[config.mk]
export PLATFORM = sky130hd
export DESIGN_NAME = peak_meter
export DESIGN_NICKNAME = d
export VERILOG_FILES = /design/src/rtl/peak_meter_pkg.sv /design/src/rtl/peak_meter_chan_update.sv /design/src/rtl/peak_meter.sv
export SDC_FILE = /design/constraint.sdc
export NUM_CORES = 1
export LEC_CHECK = 0
export CAP_MARGIN = 20
export CORE_MARGIN = 2
export CORE_UTILIZATION = 52
export DETAILED_ROUTE_END_ITERATION = 7
export GPL_TIMING_DRIVEN = 0
export PLACE_DENSITY = 0.78
export SLEW_MARGIN = 15
export SYNTH_ARGS = -nofsm -noshare
export SYNTH_HDL_FRONTEND = slang
export SYNTH_SLANG_ARGS = --single-unit
[constraint.sdc]
create_clock -name clk_100MHz -period 5 [get_ports clk_100MHz]
set_clock_uncertainty 0.1 [all_clocks]
set_input_delay 0.75 -clock clk_100MHz [delete_from_list [all_inputs] [get_ports clk_100MHz]]
set_output_delay 0.75 -clock clk_100MHz [all_outputs]
set_load 0.02 [all_outputs]
[src/rtl/peak_meter_pkg.sv]
// peak_meter_pkg: shared types and helpers for the peak_meter display path.
//   state_t : frame-walk FSM states (IDLE, UPDATE, COMMIT)
//   decay() : one frame of level decay, x - (x >> sh), with a guaranteed
//             step of at least one count for any non-zero x.
package peak_meter_pkg;

  typedef enum logic [1:0] {
    IDLE,
    UPDATE,
    COMMIT
  } state_t;

  // Computed at 32 bits; callers truncate back to their own width.
  // The result is never wider than x, so truncation cannot lose information.
  function automatic logic [31:0] decay(input logic [31:0] x, input int unsigned sh);
    logic [31:0] d;
    d = x - (x >> sh);
    // Small values shift to zero and would never move; force a unit step.
    if ((d == x) && (x != '0)) begin
      d = x - 32'd1;
    end
    return d;
  endfunction

endpackage

[src/rtl/peak_meter_chan_update.sv]
// peak_meter_chan_update: combinational per-channel frame update.
// Scales and saturates a frame peak, then applies window or decay ballistics
// to the level and, when PEAK_METER_HOLD_EN is defined, peak-hold to the peak.
// Ports:
//   snap      in  frame peak magnitude
//   level_old in  currently displayed level
//   peak_old  in  currently displayed peak   (PEAK_METER_HOLD_EN only)
//   cnt_old   in  hold counter               (PEAK_METER_HOLD_EN only)
//   mode      in  0 = window max, 1 = decay ballistics
//   level_new out updated level
//   peak_new  out updated peak (equals level_new without hold)
//   cnt_new   out updated hold counter       (PEAK_METER_HOLD_EN only)
// Macro: PEAK_METER_HOLD_EN enables peak-hold.
module peak_meter_chan_update
  import peak_meter_pkg::*;
#(
  parameter int unsigned SNAP_W      = 16,
  parameter int unsigned OUT_W       = 8,
  parameter int unsigned SHIFT       = 4,
  parameter int unsigned DECAY_SHIFT = 3
`ifdef PEAK_METER_HOLD_EN
  ,
  parameter int unsigned HOLD_FRAMES = 15,
  parameter int unsigned CNT_W       = 4
`endif
) (
  input  logic [SNAP_W-1:0] snap,
  input  logic [OUT_W-1:0]  level_old,
`ifdef PEAK_METER_HOLD_EN
  input  logic [OUT_W-1:0]  peak_old,
  input  logic [CNT_W-1:0]  cnt_old,
  output logic [CNT_W-1:0]  cnt_new,
`endif
  input  logic              mode,
  output logic [OUT_W-1:0]  level_new,
  output logic [OUT_W-1:0]  peak_new
);

  localparam logic [31:0] S_MAX = 32'((64'd1 << OUT_W) - 64'd1);

  logic [31:0]      scaled_full;
  logic [OUT_W-1:0] s;
  logic [OUT_W-1:0] level_dec;

  assign scaled_full = 32'(snap) >> SHIFT;
  assign s           = (scaled_full > S_MAX) ? '1 : scaled_full[OUT_W-1:0];
  assign level_dec   = OUT_W'(decay(32'(level_old), DECAY_SHIFT));

  always_comb begin
    level_new = s;
    if (mode && (level_dec > s)) begin
      level_new = level_dec;
    end
  end

`ifdef PEAK_METER_HOLD_EN
  logic [OUT_W-1:0] peak_dec;

  assign peak_dec = OUT_W'(decay(32'(peak_old), DECAY_SHIFT));

  always_comb begin
    peak_new = peak_old;
    cnt_new  = cnt_old;
    if (s >= peak_old) begin
      peak_new = s;
      cnt_new  = CNT_W'(HOLD_FRAMES);
    end else if (cnt_old != '0) begin
      cnt_new = cnt_old - 1'b1;
    end else begin
      peak_new = (s > peak_dec) ? s : peak_dec;
    end
  end
`else
  assign peak_new = level_new;
`endif

endmodule

[src/rtl/peak_meter.sv]
// peak_meter: multi-channel level meter for the display path.
// Accumulates per-channel true-magnitude peaks over a display frame. On an
// accepted frame_tick the peaks are snapshotted and a small FSM walks the
// channels (one per cycle) through peak_meter_chan_update into shadow
// registers, which are committed together with a one-cycle level_valid.
// Ports:
//   clk_100MHz   in  system clock
//   rst_n        in  asynchronous active-low reset
//   sample_valid in  qualifies samples
//   samples      in  CHANNELS signed samples
//   frame_tick   in  single-cycle frame boundary pulse
//   mode         in  0 = window max, 1 = decay; latched on accepted tick
//   level        out CHANNELS meter levels
//   peak         out CHANNELS held peaks
//   level_valid  out one-cycle commit strobe
//   overrun      out sticky: frame_tick seen while busy
// Macro: PEAK_METER_HOLD_EN enables per-channel peak-hold counters.
module peak_meter
  import peak_meter_pkg::*;
#(
  parameter int unsigned CHANNELS    = 3,
  parameter int unsigned SAMPLE_W    = 16,
  parameter int unsigned OUT_W       = 8,
  parameter int unsigned SHIFT       = 4,
  parameter int unsigned DECAY_SHIFT = 3,
  parameter int unsigned HOLD_FRAMES = 15
) (
  input  logic                       clk_100MHz,
  input  logic                       rst_n,
  input  logic                       sample_valid,
  input  logic signed [SAMPLE_W-1:0] samples [CHANNELS],
  input  logic                       frame_tick,
  input  logic                       mode,
  output logic        [OUT_W-1:0]    level [CHANNELS],
  output logic        [OUT_W-1:0]    peak  [CHANNELS],
  output logic                       level_valid,
  output logic                       overrun
);

  localparam int unsigned CH_W = (CHANNELS > 1) ? $clog2(CHANNELS) : 1;
  localparam logic [CH_W-1:0] LAST_CH = CH_W'(CHANNELS - 1);
  localparam logic [SAMPLE_W-1:0] MOST_NEG = {1'b1, {(SAMPLE_W-1){1'b0}}};
  localparam logic [SAMPLE_W-1:0] MOST_POS = {1'b0, {(SAMPLE_W-1){1'b1}}};

  state_t              state;
  logic [CH_W-1:0]     ch;
  logic                mode_q;
  logic [SAMPLE_W-1:0] mag          [CHANNELS];
  logic [SAMPLE_W-1:0] acc          [CHANNELS];
  logic [SAMPLE_W-1:0] snap         [CHANNELS];
  logic [OUT_W-1:0]    shadow_level [CHANNELS];
  logic [OUT_W-1:0]    shadow_peak  [CHANNELS];
  logic [OUT_W-1:0]    upd_level;
  logic [OUT_W-1:0]    upd_peak;
  logic                accept;

  assign accept = (state == IDLE) && frame_tick;

  // True magnitude; the most negative code has no positive twin and saturates.
  always_comb begin
    for (int unsigned i = 0; i < CHANNELS; i++) begin
      mag[i] = samples[i];
      if (samples[i][SAMPLE_W-1]) begin
        if (samples[i] == MOST_NEG) begin
          mag[i] = MOST_POS;
        end else begin
          mag[i] = ~samples[i] + 1'b1;
        end
      end
    end
  end

`ifdef PEAK_METER_HOLD_EN
  localparam int unsigned CNT_W = (HOLD_FRAMES > 0) ? $clog2(HOLD_FRAMES + 1) : 1;

  logic [CNT_W-1:0] cnt [CHANNELS];
  logic [CNT_W-1:0] upd_cnt;
`endif

  // Old level/peak come from the committed outputs: nothing commits between
  // the snapshot and the end of the walk, so they equal the shadow copies.
  peak_meter_chan_update #(
    .SNAP_W      (SAMPLE_W),
    .OUT_W       (OUT_W),
    .SHIFT       (SHIFT),
    .DECAY_SHIFT (DECAY_SHIFT)
`ifdef PEAK_METER_HOLD_EN
    ,
    .HOLD_FRAMES (HOLD_FRAMES),
    .CNT_W       (CNT_W)
`endif
  ) u_chan_update (
    .snap      (snap[ch]),
    .level_old (level[ch]),
`ifdef PEAK_METER_HOLD_EN
    .peak_old  (peak[ch]),
    .cnt_old   (cnt[ch]),
    .cnt_new   (upd_cnt),
`endif
    .mode      (mode_q),
    .level_new (upd_level),
    .peak_new  (upd_peak)
  );

  always_ff @(posedge clk_100MHz or negedge rst_n) begin
    if (!rst_n) begin
      state       <= IDLE;
      ch          <= '0;
      mode_q      <= 1'b0;
      level_valid <= 1'b0;
      overrun     <= 1'b0;
      for (int unsigned i = 0; i < CHANNELS; i++) begin
        acc[i]          <= '0;
        snap[i]         <= '0;
        shadow_level[i] <= '0;
        shadow_peak[i]  <= '0;
        level[i]        <= '0;
        peak[i]         <= '0;
`ifdef PEAK_METER_HOLD_EN
        cnt[i]          <= '0;
`endif
      end
    end else begin
      level_valid <= 1'b0;

      if (frame_tick && (state != IDLE)) begin
        overrun <= 1'b1;
      end

      // A sample coinciding with an accepted tick opens the new window.
      for (int unsigned i = 0; i < CHANNELS; i++) begin
        if (accept) begin
          acc[i] <= sample_valid ? mag[i] : '0;
        end else if (sample_valid && (mag[i] > acc[i])) begin
          acc[i] <= mag[i];
        end
      end

      case (state)
        IDLE: begin
          if (frame_tick) begin
            for (int unsigned i = 0; i < CHANNELS; i++) begin
              snap[i] <= acc[i];
            end
            mode_q <= mode;
            ch     <= '0;
            state  <= UPDATE;
          end
        end
        UPDATE: begin
          shadow_level[ch] <= upd_level;
          shadow_peak[ch]  <= upd_peak;
`ifdef PEAK_METER_HOLD_EN
          cnt[ch]          <= upd_cnt;
`endif
          if (ch == LAST_CH) begin
            ch    <= '0;
            state <= COMMIT;
          end else begin
            ch <= ch + 1'b1;
          end
        end
        COMMIT: begin
          for (int unsigned i = 0; i < CHANNELS; i++) begin
            level[i] <= shadow_level[i];
            peak[i]  <= shadow_peak[i];
          end
          level_valid <= 1'b1;
          state       <= IDLE;
        end
        default: state <= IDLE;
      endcase
    end
  end

endmodule

==> flow_summary.rst <==
.. list-table::
   :header-rows: 1

   * - Metric
     - Value
   * - Outcome
     - complete, but fails checks
   * - Failing checks
     - setup timing
   * - Kind of path behind the tightest hold check
     - primary input to async pin
   * - Cell type with the largest total area after synthesis
     - sky130_fd_sc_hd__dfrtp_1
   * - Number of antenna violations at the first check in global routing
     - 0
   * - Master cell of the clock root buffer
     - sky130_fd_sc_hd__clkbuf_16
   * - Critical Path End Type
     - flip-flop
   * - Num CTS Buffers
     - 17
   * - Fraction of synthesized cell area taken by the top area cell type
     - 39.2%
   * - Initial standard-cell utilization of the core
     - 53.3%
   * - Reg2Reg Setup Slack
     - -8 ps
   * - Total iterations of the first detailed-routing run
     - 6
   * - Via total after detailed routing
     - ~7500
   * - Die Wd
     - around 130 µm
   * - Net count of the mapped netlist
     - 1086
   * - Post-placement cell area
     - between 0.01 and 0.015 mm²
   * - Sequential-to-total area share from yosys stat
     - 39.2%
   * - Total power
     - around 8600 µW
   * - Routed Antenna Nets
     - 0
   * - Kind of start point of the critical path
     - flip-flop
   * - Min Tclk post-route
     - 5010 ps
   * - Half-perimeter wire length of the detailed placement result
     - 15.6 mm
   * - Pin count of the biggest net entering global routing
     - 96
   * - Most frequently used flop master after synthesis
     - sky130_fd_sc_hd__dfrtp_1
   * - Core Footprint
     - 0.0166 mm²
   * - Overall global routing resource usage
     - about a quarter
   * - Clock latency on the worst-skew pair
     - 420 ps
   * - Global-route wire length before repair
     - 34.7 mm
   * - Data required, critical path
     - 5270 ps
   * - Area of the die
     - 0.0181 mm²
   * - Clock tree from TritonCTS
     - done
   * - Clock transition time at the flip-flop clock pins of the worst setup and hold paths
     - 60 ps
   * - Hold Buf Count CTS
     - 0
   * - CP max FO
     - 10
   * - Critical Path Slowest Stage Cell
     - sky130_fd_sc_hd__fa_2
   * - DRT Wirelength
     - 21.9 mm
   * - Total of endpoints with negative setup slack in the final report
     - 3
   * - Gate count after technology mapping
     - about 970
   * - Grt ovf
     - 0
   * - Final hold slack
     - 100 ps
   * - Count of routing violations after the opening detailed-route iteration
     - 533
   * - Share of layout cells above drive strength 1
     - 16.5%
   * - Average wire length per cell after detail routing
     - 16.3 µm
   * - Number of global-route vias before repair
     - 7177
   * - Die H
     - 135 µm
   * - Final-stage net count
     - 1226
   * - DRC Markers
     - 0
   * - Port Buffers
     - 99
   * - Final core area utilization
     - 67.3%
   * - Floorplan row count
     - 47
   * - Final-layout setup total negative slack
     - -20.4 ps
   * - Area growth from synthesis to layout
     - 26.3%
   * - Peak ir drop on the vdd network
     - approximately 0.38 mV
   * - TritonCTS Sinks
     - ~140
   * - Total power divided by cell area
     - 768 mW/mm²
   * - Post-DR vias/cell
     - 5.60
   * - Ranking of synthesized cells by area
     - sky130_fd_sc_hd__dfrtp_1 (39%), sky130_fd_sc_hd__ha_1 (9.3%), sky130_fd_sc_hd__nand2_1 (6.0%)
   * - Launch point of the worst path
     - ch[1]$_DFFE_PN0P_
   * - IO Count
     - 103
   * - Fill cell total of the finished layout
     - between 1000 and 1500
   * - Crit Reg-Reg Startpoint
     - ch[1]$_DFFE_PN0P_
   * - Commonest non-fill, non-tap cell in the layout
     - sky130_fd_sc_hd__nand2_1
   * - Reported leakage power
     - 0.00517 µW
   * - Post-synthesis instance area
     - around 0.009 mm²
   * - Fraction of the cycle the final worst path needs
     - 100%
   * - Worst relative slew slack
     - 48.6%
   * - Buf+Inv Stages, Crit Path
     - 6
   * - # diodes
     - 0
   * - Hold Fails Final Rpt
     - 0
   * - Logic depth of the worst register-to-register path
     - 26
   * - Most repeated library cell on the critical path
     - sky130_fd_sc_hd__buf_6
   * - Worst-case clock buffer depth
     - 2
   * - Last weighted congestion value of the routability-driven placer
     - 0.873
   * - Final setup slack of the worst path
     - -8.49 ps
   * - Synth Area per Inst
     - 9.18 µm²
   * - Synth warn
     - 0
   * - Category of the most critical setup path
     - flip-flop to flip-flop
   * - Crit path largest cell delay
     - 410 ps
   * - H-tree depth
     - 4
   * - Post-layout instance area
     - roughly 0.011 mm²
   * - Number of pins with negative max-slew slack in the final report
     - 0
   * - Number of distinct standard cells referenced by the synthesized netlist
     - 62
   * - #FFs+latches synth
     - 139
   * - Arrival @ worst endpoint
     - 5270 ps
   * - Capture point of the worst reg-to-reg path
     - shadow_level[22]$_DFFE_PN0P_
   * - Slew at the pin with the worst max-slew slack
     - between 700 and 800 ps
   * - Largest delay share family, worst path
     - compound AO/OA/AOI/OAI gates
   * - Max_cap viols
     - 0
   * - Number of synthesized flops with an enable pin
     - 0
   * - Leading cell types in the layout, fill and taps excluded
     - sky130_fd_sc_hd__nand2_1 (141), sky130_fd_sc_hd__dfrtp_1 (139), sky130_fd_sc_hd__clkdlybuf4s50_1 (98), sky130_fd_sc_hd__o21ai_0 (76), sky130_fd_sc_hd__inv_1 (71)
   * - Fraction of synthesis flops using an asynchronous set or reset pin
     - 100%
   * - Fmax
     - between 150 and 200 MHz
kinds of logic (layout without fill, tap and decap cells):
family / count (synthesis) / after routing / synth area share (%)
AND/OR/NAND/NOR: 282 / 282 / 15.2
AO/OA/AOI/OAI: 239 / 240 / 17.3
flip-flops: 139 / 139 / 39.2
buffers and inverters: 137 / 289 / 7.03
adder cells (fa/ha/maj): 67 / 67 / 9.54
multiplexers: 64 / 64 / 7.92
XOR/XNOR: 38 / 38 / 3.75
state kept, by name, summed over array words and instances (netlist names):
name and count:
acc 48, ch 2, level 24, level_valid 1, mode_q 1, overrun 1
shadow_level 24, snap 36, state 2
routing by layer:
layer | track usage, % | vias up | share of wire (%)
met2 | 41.6 | 217 | 50
met1 | 30.1 | 3586 | 42
met5 | 0 | - | 0
li1 | - | 3645 | -
met4 | 9.24 | 0 | 3.0
met3 | 3.90 | 49 | 4.4
cells in the mapped netlist (all sizes together) (2+ instances only):
cell       n
xor2      28
clkbuf    30
o21ai     90
nand4     10
nor2      42
o21bai     3
inv       73
a2bb2oi    4
a22o      13
a211o      2
nor2b     13
mux2      43
o2bb2ai    2
a21oi     46
a21o      17
nand2b    10
or2        5
xnor2     10
nor4b      3
mux2i     21
o211ai     3
o311ai     2
and2      10
nor3b      7
o21a       4
o41ai      4
buf       34
nand3      7
or4        6
o31ai     20
nand2    142
or3        5
nand3b     6
nor3       9
ha        66
nor4       5
a211oi    18
a31oi      7
dfrtp    139
metrics by stage:
step                      setup WS, ps  instances
after floorplan                   81.7        966
after global placement           -2420       1285
after detailed placement          -929       1286
after CTS                         21.9       1324
after global routing              -136       1339
final                            -8.49       1339
cell type report:
type	count	area [µm²]	share of cell area [%]
Timing Repair Buffer	120	1180	10.5
Buffer	64	382	3.41
Multi-Input combinational cell	691	5020	44.8
Inverter	73	274	2.45
Tap cell	220	275	2.46
Sequential cell	139	3480	31.1
Clock inverter	15	164	1.46
Clock buffer	17	425	3.80
where the power goes:
| group | switching (µW) | internal [µW] |
|---|---|---|
| registers | 340 | 1640 |
| logic | 2980 | 2380 |
| clock network | 512 | 742 |
worst max path at each step:
stage | to | slack (ps) | depth (start not counted)
5_1_grt | shadow_level[22]$_DFFE_PN0P_ | -140 | 26
3_3_place_gp | acc[11]$_DFFE_PN0P_ | -2420 | 1
4_1_cts | acc[11]$_DFFE_PN0P_ | 20 | 17
3_5_place_dp | shadow_level[11]$_DFFE_PN0P_ | -930 | 24
6_report | shadow_level[22]$_DFFE_PN0P_ | -8 | 26
2_1_floorplan | shadow_level[14]$_DFFE_PN0P_ | 80 | 24
what timing repair did:
item | CTS | global route
buffers inserted | 4 | 15
pin swaps | 6 | 16
gates resized for setup | 36 | 39
cloned | 2 | 0
setup endpoints to repair | 56 | 66
worst reg2reg max path, delay by kind of cell, from the launching register on:
| kind | cells | cell delay (ps) |
|---|---|---|
| AOI/OAI and AO/OA | 10 | 1930 |
| adders and majority gates | 3 | 830 |
| buffers and inverters | 6 | 740 |
| DFF | 1 | 360 |
| and+or+nand+nor | 7 | 1010 |
(Power assumes the default switching activity.)
